$ cat config.mk
export PLATFORM = sky130hd
export DESIGN_NAME = ring_decode_check_flat
export DESIGN_NICKNAME = d
export VERILOG_FILES = /design/src/rtl/ring_decode_check_if.sv /design/src/rtl/ring_decode_check.sv /design/src/flat_wrapper.sv
export SDC_FILE = /design/constraint.sdc
export NUM_CORES = 1
export LEC_CHECK = 0
export BUFFER_PORTS_ARGS = -buffer_cell sky130_fd_sc_hd__buf_2
export CAP_MARGIN = 20
export CORE_MARGIN = 4
export CORE_UTILIZATION = 51
export CTS_CLUSTER_DIAMETER = 200
export DETAILED_ROUTE_END_ITERATION = 6
export GPL_ROUTABILITY_DRIVEN = 0
export PLACE_DENSITY = 0.75
export RECOVER_POWER = 50
export SYNTH_ARGS = -nofsm -noshare
export SYNTH_HDL_FRONTEND = slang
export SYNTH_SLANG_ARGS = --single-unit
$ cat constraint.sdc
create_clock -name clk -period 6.07 [get_ports clk]
set_input_delay 0.3035 -clock clk [delete_from_list [all_inputs] [get_ports clk]]
set_output_delay 0.3035 -clock clk [all_outputs]
set_load 0.05 [all_outputs]
$ cat src/rtl/ring_decode_check_if.sv
// Ring-word receive bus: sampled ring word in, decoded index and lock/error status out.
interface ring_decode_check_if #(
   parameter int ERRW = 8
);
   logic [15:0]     r_in;
   logic            r_valid;
   logic [3:0]      q_out;
   logic            onehot_ok;
   logic            locked;
   logic            err;
   logic            wrap;
   logic [ERRW-1:0] err_cnt;

   modport master (
      output r_in, r_valid,
      input  q_out, onehot_ok, locked, err, wrap, err_cnt
   );

   modport slave (
      input  r_in, r_valid,
      output q_out, onehot_ok, locked, err, wrap, err_cnt
   );
endinterface

$ cat src/rtl/ring_decode_check.sv
// One-hot ring word decoder with HUNT/LOCKED sequence checker.
// Optional saturating error counter enabled by defining RING_ERRCNT_EN.
module ring_decode_check #(
   parameter int LOCK_CNT   = 4,
   parameter int UNLOCK_CNT = 2,
   parameter int ERRW       = 8
) (
   input logic               clk,
   input logic               nRST,
   ring_decode_check_if.slave bus
);

   typedef enum logic [0:0] {
      HUNT   = 1'b0,
      LOCKED = 1'b1
   } state_t;

   localparam logic [3:0] LOCK_C   = 4'(LOCK_CNT);
   localparam logic [3:0] UNLOCK_C = 4'(UNLOCK_CNT);

   function automatic logic [4:0] popcount16(input logic [15:0] w);
      logic [4:0] c;
      c = 5'd0;
      for (int i = 0; i < 16; i++) begin
         c = c + {4'd0, w[i]};
      end
      return c;
   endfunction

   function automatic logic [3:0] encode16(input logic [15:0] w);
      logic [3:0] idx;
      idx = 4'd0;
      for (int i = 0; i < 16; i++) begin
         idx = w[i] ? 4'(i) : idx;
      end
      return idx;
   endfunction

   state_t     state_r, state_nxt_s;
   logic [3:0] q_r, q_nxt_s;
   logic       ok_r, ok_nxt_s;
   logic       err_r, err_nxt_s;
   logic       wrap_r, wrap_nxt_s;
   logic       have_prev_r, have_prev_nxt_s;
   logic [3:0] good_cnt_r, good_cnt_nxt_s;
   logic [3:0] bad_cnt_r, bad_cnt_nxt_s;

   logic       legal_s;
   logic [3:0] idx_s;
   logic       step_ok_s;
   logic       good_s;
   logic       bad_s;

   // q_r always holds the last legal index, so it doubles as the previous position.
   assign legal_s   = (popcount16(bus.r_in) == 5'd1);
   assign idx_s     = encode16(bus.r_in);
   assign step_ok_s = (idx_s == (q_r + 4'd1));
   assign good_s    = bus.r_valid & legal_s & have_prev_r & step_ok_s;
   assign bad_s     = bus.r_valid & (~legal_s | (have_prev_r & ~step_ok_s));

   // Next-state, counter and pulse logic.
   always_comb begin
      state_nxt_s     = state_r;
      q_nxt_s         = q_r;
      ok_nxt_s        = ok_r;
      have_prev_nxt_s = have_prev_r;
      good_cnt_nxt_s  = good_cnt_r;
      bad_cnt_nxt_s   = bad_cnt_r;
      err_nxt_s       = 1'b0;
      wrap_nxt_s      = 1'b0;

      if (bus.r_valid) begin
         if (legal_s) begin
            q_nxt_s         = idx_s;
            ok_nxt_s        = 1'b1;
            have_prev_nxt_s = 1'b1;
         end else begin
            ok_nxt_s        = 1'b0;
            have_prev_nxt_s = 1'b0;
         end
      end else begin
         ok_nxt_s = ok_r;
      end

      case (state_r)
         HUNT: begin
            if (good_s) begin
               if ((good_cnt_r + 4'd1) == LOCK_C) begin
                  state_nxt_s    = LOCKED;
                  good_cnt_nxt_s = 4'd0;
                  bad_cnt_nxt_s  = 4'd0;
               end else begin
                  good_cnt_nxt_s = good_cnt_r + 4'd1;
               end
            end else if (bad_s) begin
               good_cnt_nxt_s = 4'd0;
            end else begin
               good_cnt_nxt_s = good_cnt_r;
            end
         end
         LOCKED: begin
            if (good_s) begin
               bad_cnt_nxt_s = 4'd0;
               wrap_nxt_s    = (q_r == 4'd15) && (idx_s == 4'd0);
            end else if (bad_s) begin
               err_nxt_s = 1'b1;
               if ((bad_cnt_r + 4'd1) == UNLOCK_C) begin
                  state_nxt_s    = HUNT;
                  good_cnt_nxt_s = 4'd0;
                  bad_cnt_nxt_s  = 4'd0;
               end else begin
                  bad_cnt_nxt_s = bad_cnt_r + 4'd1;
               end
            end else begin
               bad_cnt_nxt_s = bad_cnt_r;
            end
         end
         default: begin
            state_nxt_s    = HUNT;
            good_cnt_nxt_s = 4'd0;
            bad_cnt_nxt_s  = 4'd0;
         end
      endcase
   end

   // State and output registers.
   always_ff @(posedge clk or negedge nRST) begin
      if (!nRST) begin
         state_r     <= HUNT;
         q_r         <= 4'd0;
         ok_r        <= 1'b0;
         err_r       <= 1'b0;
         wrap_r      <= 1'b0;
         have_prev_r <= 1'b0;
         good_cnt_r  <= 4'd0;
         bad_cnt_r   <= 4'd0;
      end else begin
         state_r     <= state_nxt_s;
         q_r         <= q_nxt_s;
         ok_r        <= ok_nxt_s;
         err_r       <= err_nxt_s;
         wrap_r      <= wrap_nxt_s;
         have_prev_r <= have_prev_nxt_s;
         good_cnt_r  <= good_cnt_nxt_s;
         bad_cnt_r   <= bad_cnt_nxt_s;
      end
   end

   assign bus.q_out     = q_r;
   assign bus.onehot_ok = ok_r;
   assign bus.locked    = (state_r == LOCKED);
   assign bus.err       = err_r;
   assign bus.wrap      = wrap_r;

`ifdef RING_ERRCNT_EN
   logic [ERRW-1:0] err_cnt_r;

   // Saturating error counter; advances on the same edge that raises err.
   always_ff @(posedge clk or negedge nRST) begin
      if (!nRST) begin
         err_cnt_r <= '0;
      end else if (err_nxt_s && (err_cnt_r != {ERRW{1'b1}})) begin
         err_cnt_r <= err_cnt_r + ERRW'(1);
      end else begin
         err_cnt_r <= err_cnt_r;
      end
   end

   assign bus.err_cnt = err_cnt_r;
`else
   assign bus.err_cnt = '0;
`endif

endmodule

$ cat src/flat_wrapper.sv
// flat-port wrapper written by rule: the top's interface ports become plain ports
module ring_decode_check_flat 
#(
   parameter int LOCK_CNT   = 4,
   parameter int UNLOCK_CNT = 2,
   parameter int ERRW       = 8
)
  (clk, nRST, bus_r_in, bus_r_valid, bus_q_out, bus_onehot_ok, bus_locked, bus_err, bus_wrap, bus_err_cnt);
  ring_decode_check_if #(.ERRW(ERRW)) bus_i ();
  input logic clk;
  input logic nRST;
  input wire logic [$bits(bus_i.r_in)-1:0] bus_r_in;
  input wire logic [$bits(bus_i.r_valid)-1:0] bus_r_valid;
  output wire logic [$bits(bus_i.q_out)-1:0] bus_q_out;
  output wire logic [$bits(bus_i.onehot_ok)-1:0] bus_onehot_ok;
  output wire logic [$bits(bus_i.locked)-1:0] bus_locked;
  output wire logic [$bits(bus_i.err)-1:0] bus_err;
  output wire logic [$bits(bus_i.wrap)-1:0] bus_wrap;
  output wire logic [$bits(bus_i.err_cnt)-1:0] bus_err_cnt;
  assign bus_i.r_in = bus_r_in;
  assign bus_i.r_valid = bus_r_valid;
  assign bus_q_out = bus_i.q_out;
  assign bus_onehot_ok = bus_i.onehot_ok;
  assign bus_locked = bus_i.locked;
  assign bus_err = bus_i.err;
  assign bus_wrap = bus_i.wrap;
  assign bus_err_cnt = bus_i.err_cnt;
  ring_decode_check #(.LOCK_CNT(LOCK_CNT), .UNLOCK_CNT(UNLOCK_CNT), .ERRW(ERRW)) u_core (.clk(clk), .nRST(nRST), .bus(bus_i));
endmodule
==> summary.txt <==
Run status
  – Outcome: finished, final reports clean

Synth
  – Mapped Avg Cell Area: 8.92 um^2
  – Yosys cell types: 52
  – Post-synthesis register bit count: 16
  – Post-synth EDFFs: 0
  – Syn Std Cell Area: roughly 0.0017 mm^2
  – Synth Instances: ~190
  – Post-synthesis async set-or-reset flop share: 1.00
  – Main synth FF type: dfrtp_1
  – Synth warn: 0
  – Register area share after synthesis: 0.240

Power and ir drop
  – Leak pwr: roughly 0.85 nW
  – Clock power frac: 0.122
  – Comb power frac: 0.630
  – P per Cell Area: around 320 mW/mm^2
  – Pint: just under 300 uW
  – Worst vdd ir: 183 uV
  – Switching Share: 0.507
  – Flop pwr share: 0.248
  – Net Sw Power: around 300 uW

Floorplan
  – Die X: around 65 um
  – Die H: around 65 um
  – DIE AREA: between 0.004 and 0.005 mm^2
  – Cell Rows: 20
  – Total I/O pin count: 35
  – Initial Util: 0.538
  – Core Box Area: roughly 0.0031 mm^2

Finish
  – Antenna cells: 0
  – Fillcell total: approximately 310
  – Commonest cells after routing, fill and taps aside: inv_1 (24), buf_2 (21), nor2_1 (16), dfrtp_1 (16), nand2_1 (13)
  – Post-layout nets: about 260
  – Layout cells sized above 1: 0.163
  – Core Util, Final: 0.597
  – Area grow syn2layout: 11.0%
  – Commonest non-fill, non-tap cell in the layout: inv_1

Critical path
  – WS Path Type: in2reg
  – Crit. End Element: register
  – Worst R2R Path Depth: 7
  – Arr. time, crit path: 5.14 ns
  – Max Fanout on Critical Path: 7
  – Worst path required time: about 6.3 ns
  – Critical path startpoint category: input port

Global route
  – Initial antenna violation count: 0
  – GR Util All Layers: 0.177
  – GRT overflow: 0
  – Number of global-route vias before repair: 1308
  – First-pass GRT wire length: 6000 um
  – Largest net degree at the start of global routing: 17

Routing
  – Remaining antenna violation count: 0
  – Drt pass-1 iters: 4
  – DRT Wirelength: ~3400 um
  – DRC Markers: 0
  – DR WL/cell: 13.2 um
  – Drt via density: 5.29
  – Number of DRC markers in iteration 0: 47
  – Via count: roughly 1400

Clock tree
  – Worst-path clk slew: around 0.11 ns
  – Cts bufs inserted: 3
  – Root buf cell: clkbuf_4
  – Worst-Skew Late Latency: 0.30 ns
  – Clock sink total: 16
  – Htree depth: 1
  – Clk buf depth: 2
  – CTS tree: built

STA
  – RSZ-0062 raised after global routing: false
  – Final Max Tran Viols: 0
  – Worst Skew: between 0.01 and 0.015 ns
  – Tmin final: approximately 5 ns
  – Max_slew headroom: 0.432
  – Final Cycle Share: 0.817
  – Worst-margin pin slew: roughly 0.85 ns
  – F_max: ~0.2 GHz
  – Final hold viol count: 0
  – Setup TNS: 0 ns
  – Final setup vio count: 0

Worst hold path
  – Tightest Hold Check Type: in2reg
  – Hold path depth: 2

Placement
  – Dpl hpwl: between 2000 and 3000 um
  – PortBufs: 26

Run
  – Max cap viols: 0
-- flip-flops by register name, indices dropped and copies added (netlist names) --
name	flops
u_core.bus.onehot_ok	1
u_core.bus.locked	1
u_core.bus.wrap	1
u_core.bus.err	1
u_core.good_cnt_r	4
u_core.bus.q_out	4
u_core.bad_cnt_r	4
-- path summary, 6_finish.rpt --
| path | from | endpoint | slack [ns] |
|---|---|---|---|
| setup / recovery | bus_r_in[1] | u_core.bad_cnt_r[1] | 1.11 |
| hold / removal | bus_r_valid | u_core.bus.onehot_ok | 0.27 |
| setup reg to reg | u_core.bus.q_out[0] | u_core.bad_cnt_r[3] | 3.77 |
| hold reg to reg | u_core.bus.q_out[1] | u_core.bus.q_out[1] | 0.56 |
| max in group asynchronous | nRST | u_core.bus.q_out[0] | 4.93 |
| min in group asynchronous | nRST | u_core.good_cnt_r[3] | 0.61 |
-- critical path, cell delays in order --
cell and delay, ns:
buf_2 0.11, ha_1 0.26, inv_1 0.04, fa_1 0.47, inv_1 0.05, fa_1 0.48
fa_1 0.51, inv_1 0.05, fa_1 0.47, inv_1 0.05, fa_1 0.39, fa_1 0.44
nor4b_1 0.46, nor2b_1 0.26, and2_1 0.29, nand3_1 0.15, o21ai_1 0.25, o32ai_1 0.13
-- power groups by stage --
stage / clock (mW) / combinational (mW) / sequential (mW)
finish: 0.0729 / 0.377 / 0.148
floorplan: 0 / 0.252 / 0.199
global route: 0.0770 / 0.422 / 0.152
global placement: 0 / 0.371 / 0.150
detailed placement: 0 / 0.380 / 0.150
CTS: 0.0718 / 0.382 / 0.148
-- cell families (layout without fill, tap and decap cells) --
logic type / after synthesis / in the layout / share of synthesized area
buf+inv: 34 / 55 / 0.0945
flops: 16 / 16 / 0.240
simple gates: 70 / 70 / 0.248
xor+xnor: 6 / 6 / 0.0315
fa+ha+maj: 20 / 20 / 0.195
compound gates: 35 / 35 / 0.154
mux: 5 / 5 / 0.0345
other cells: 1 / 8 / 0.00225
-- final cells by class --
type | instances | area [um^2] | area share
clock buffers | 4 | 36.3 | 0.0196
multi-input cells | 144 | 1140 | 0.614
flip-flops and latches | 16 | 400 | 0.216
repair buffers | 27 | 134 | 0.0723
well taps | 44 | 55.1 | 0.0297
inverters | 24 | 90.1 | 0.0486
-- cells in the mapped netlist (2+ instances only) --
| cell | n | area (um^2) |
|---|---|---|
| inv_1 | 24 | 90.1 |
| dfrtp_1 | 16 | 400 |
| nor2_1 | 16 | 60.1 |
| nand2_1 | 13 | 48.8 |
| fa_1 | 10 | 200 |
| ha_1 | 10 | 125 |
| buf_4 | 8 | 60.1 |
| nand3_1 | 7 | 35.0 |
| nor3_1 | 7 | 35.0 |
| o21ai_0 | 6 | 30.0 |
| a21oi_1 | 3 | 15.0 |
| a22o_1 | 3 | 26.3 |
| a31oi_1 | 3 | 18.8 |
| and3b_1 | 3 | 26.3 |
| nand2b_1 | 3 | 18.8 |
| nor2b_1 | 3 | 18.8 |
| xnor2_1 | 3 | 26.3 |
| xor2_1 | 3 | 26.3 |
| a21boi_0 | 2 | 15.0 |
| and2_1 | 2 | 12.5 |
| clkbuf_1 | 2 | 7.51 |
| mux2i_1 | 2 | 20.0 |
| nand3b_1 | 2 | 15.0 |
| nand4_1 | 2 | 12.5 |
| nor3b_1 | 2 | 15.0 |
| nor4_4 | 2 | 42.5 |
| nor4b_1 | 2 | 17.5 |
| o211ai_1 | 2 | 15.0 |
| o21ai_1 | 2 | 10.0 |
| o22ai_1 | 2 | 12.5 |
-- timing repair --
item	CTS	global route
hold buffers	1	0
gates resized for setup	0	0
setup buffers	0	0
hold endpoints to repair	16	0
-- metrics by stage --
stage | hold WS, ns | total power, mW | worst slack (ns) | std cells | cell area [um^2]
2_1_floorplan | 0.00791 | 0.451 | 1.07 | 194 | 1690
3_3_place_gp | 0.232 | 0.521 | 0.867 | 254 | 1810
3_5_place_dp | 0.235 | 0.530 | 0.789 | 254 | 1810
4_1_cts | 0.280 | 0.602 | 1.10 | 259 | 1860
5_1_grt | 0.316 | 0.652 | 0.762 | 259 | 1850
6_report | 0.271 | 0.598 | 1.11 | 259 | 1850
-- per-layer routing --
metal,vias to the layer above,part of all wire,GRT usage
li1,690,-,-
met1,649,0.47,0.256
met2,25,0.48,0.276
met3,5,0.035,0.0171
met4,0,0.015,0.0596
met5,-,0,0
Note: power is estimated with default switching activity, not from simulation.
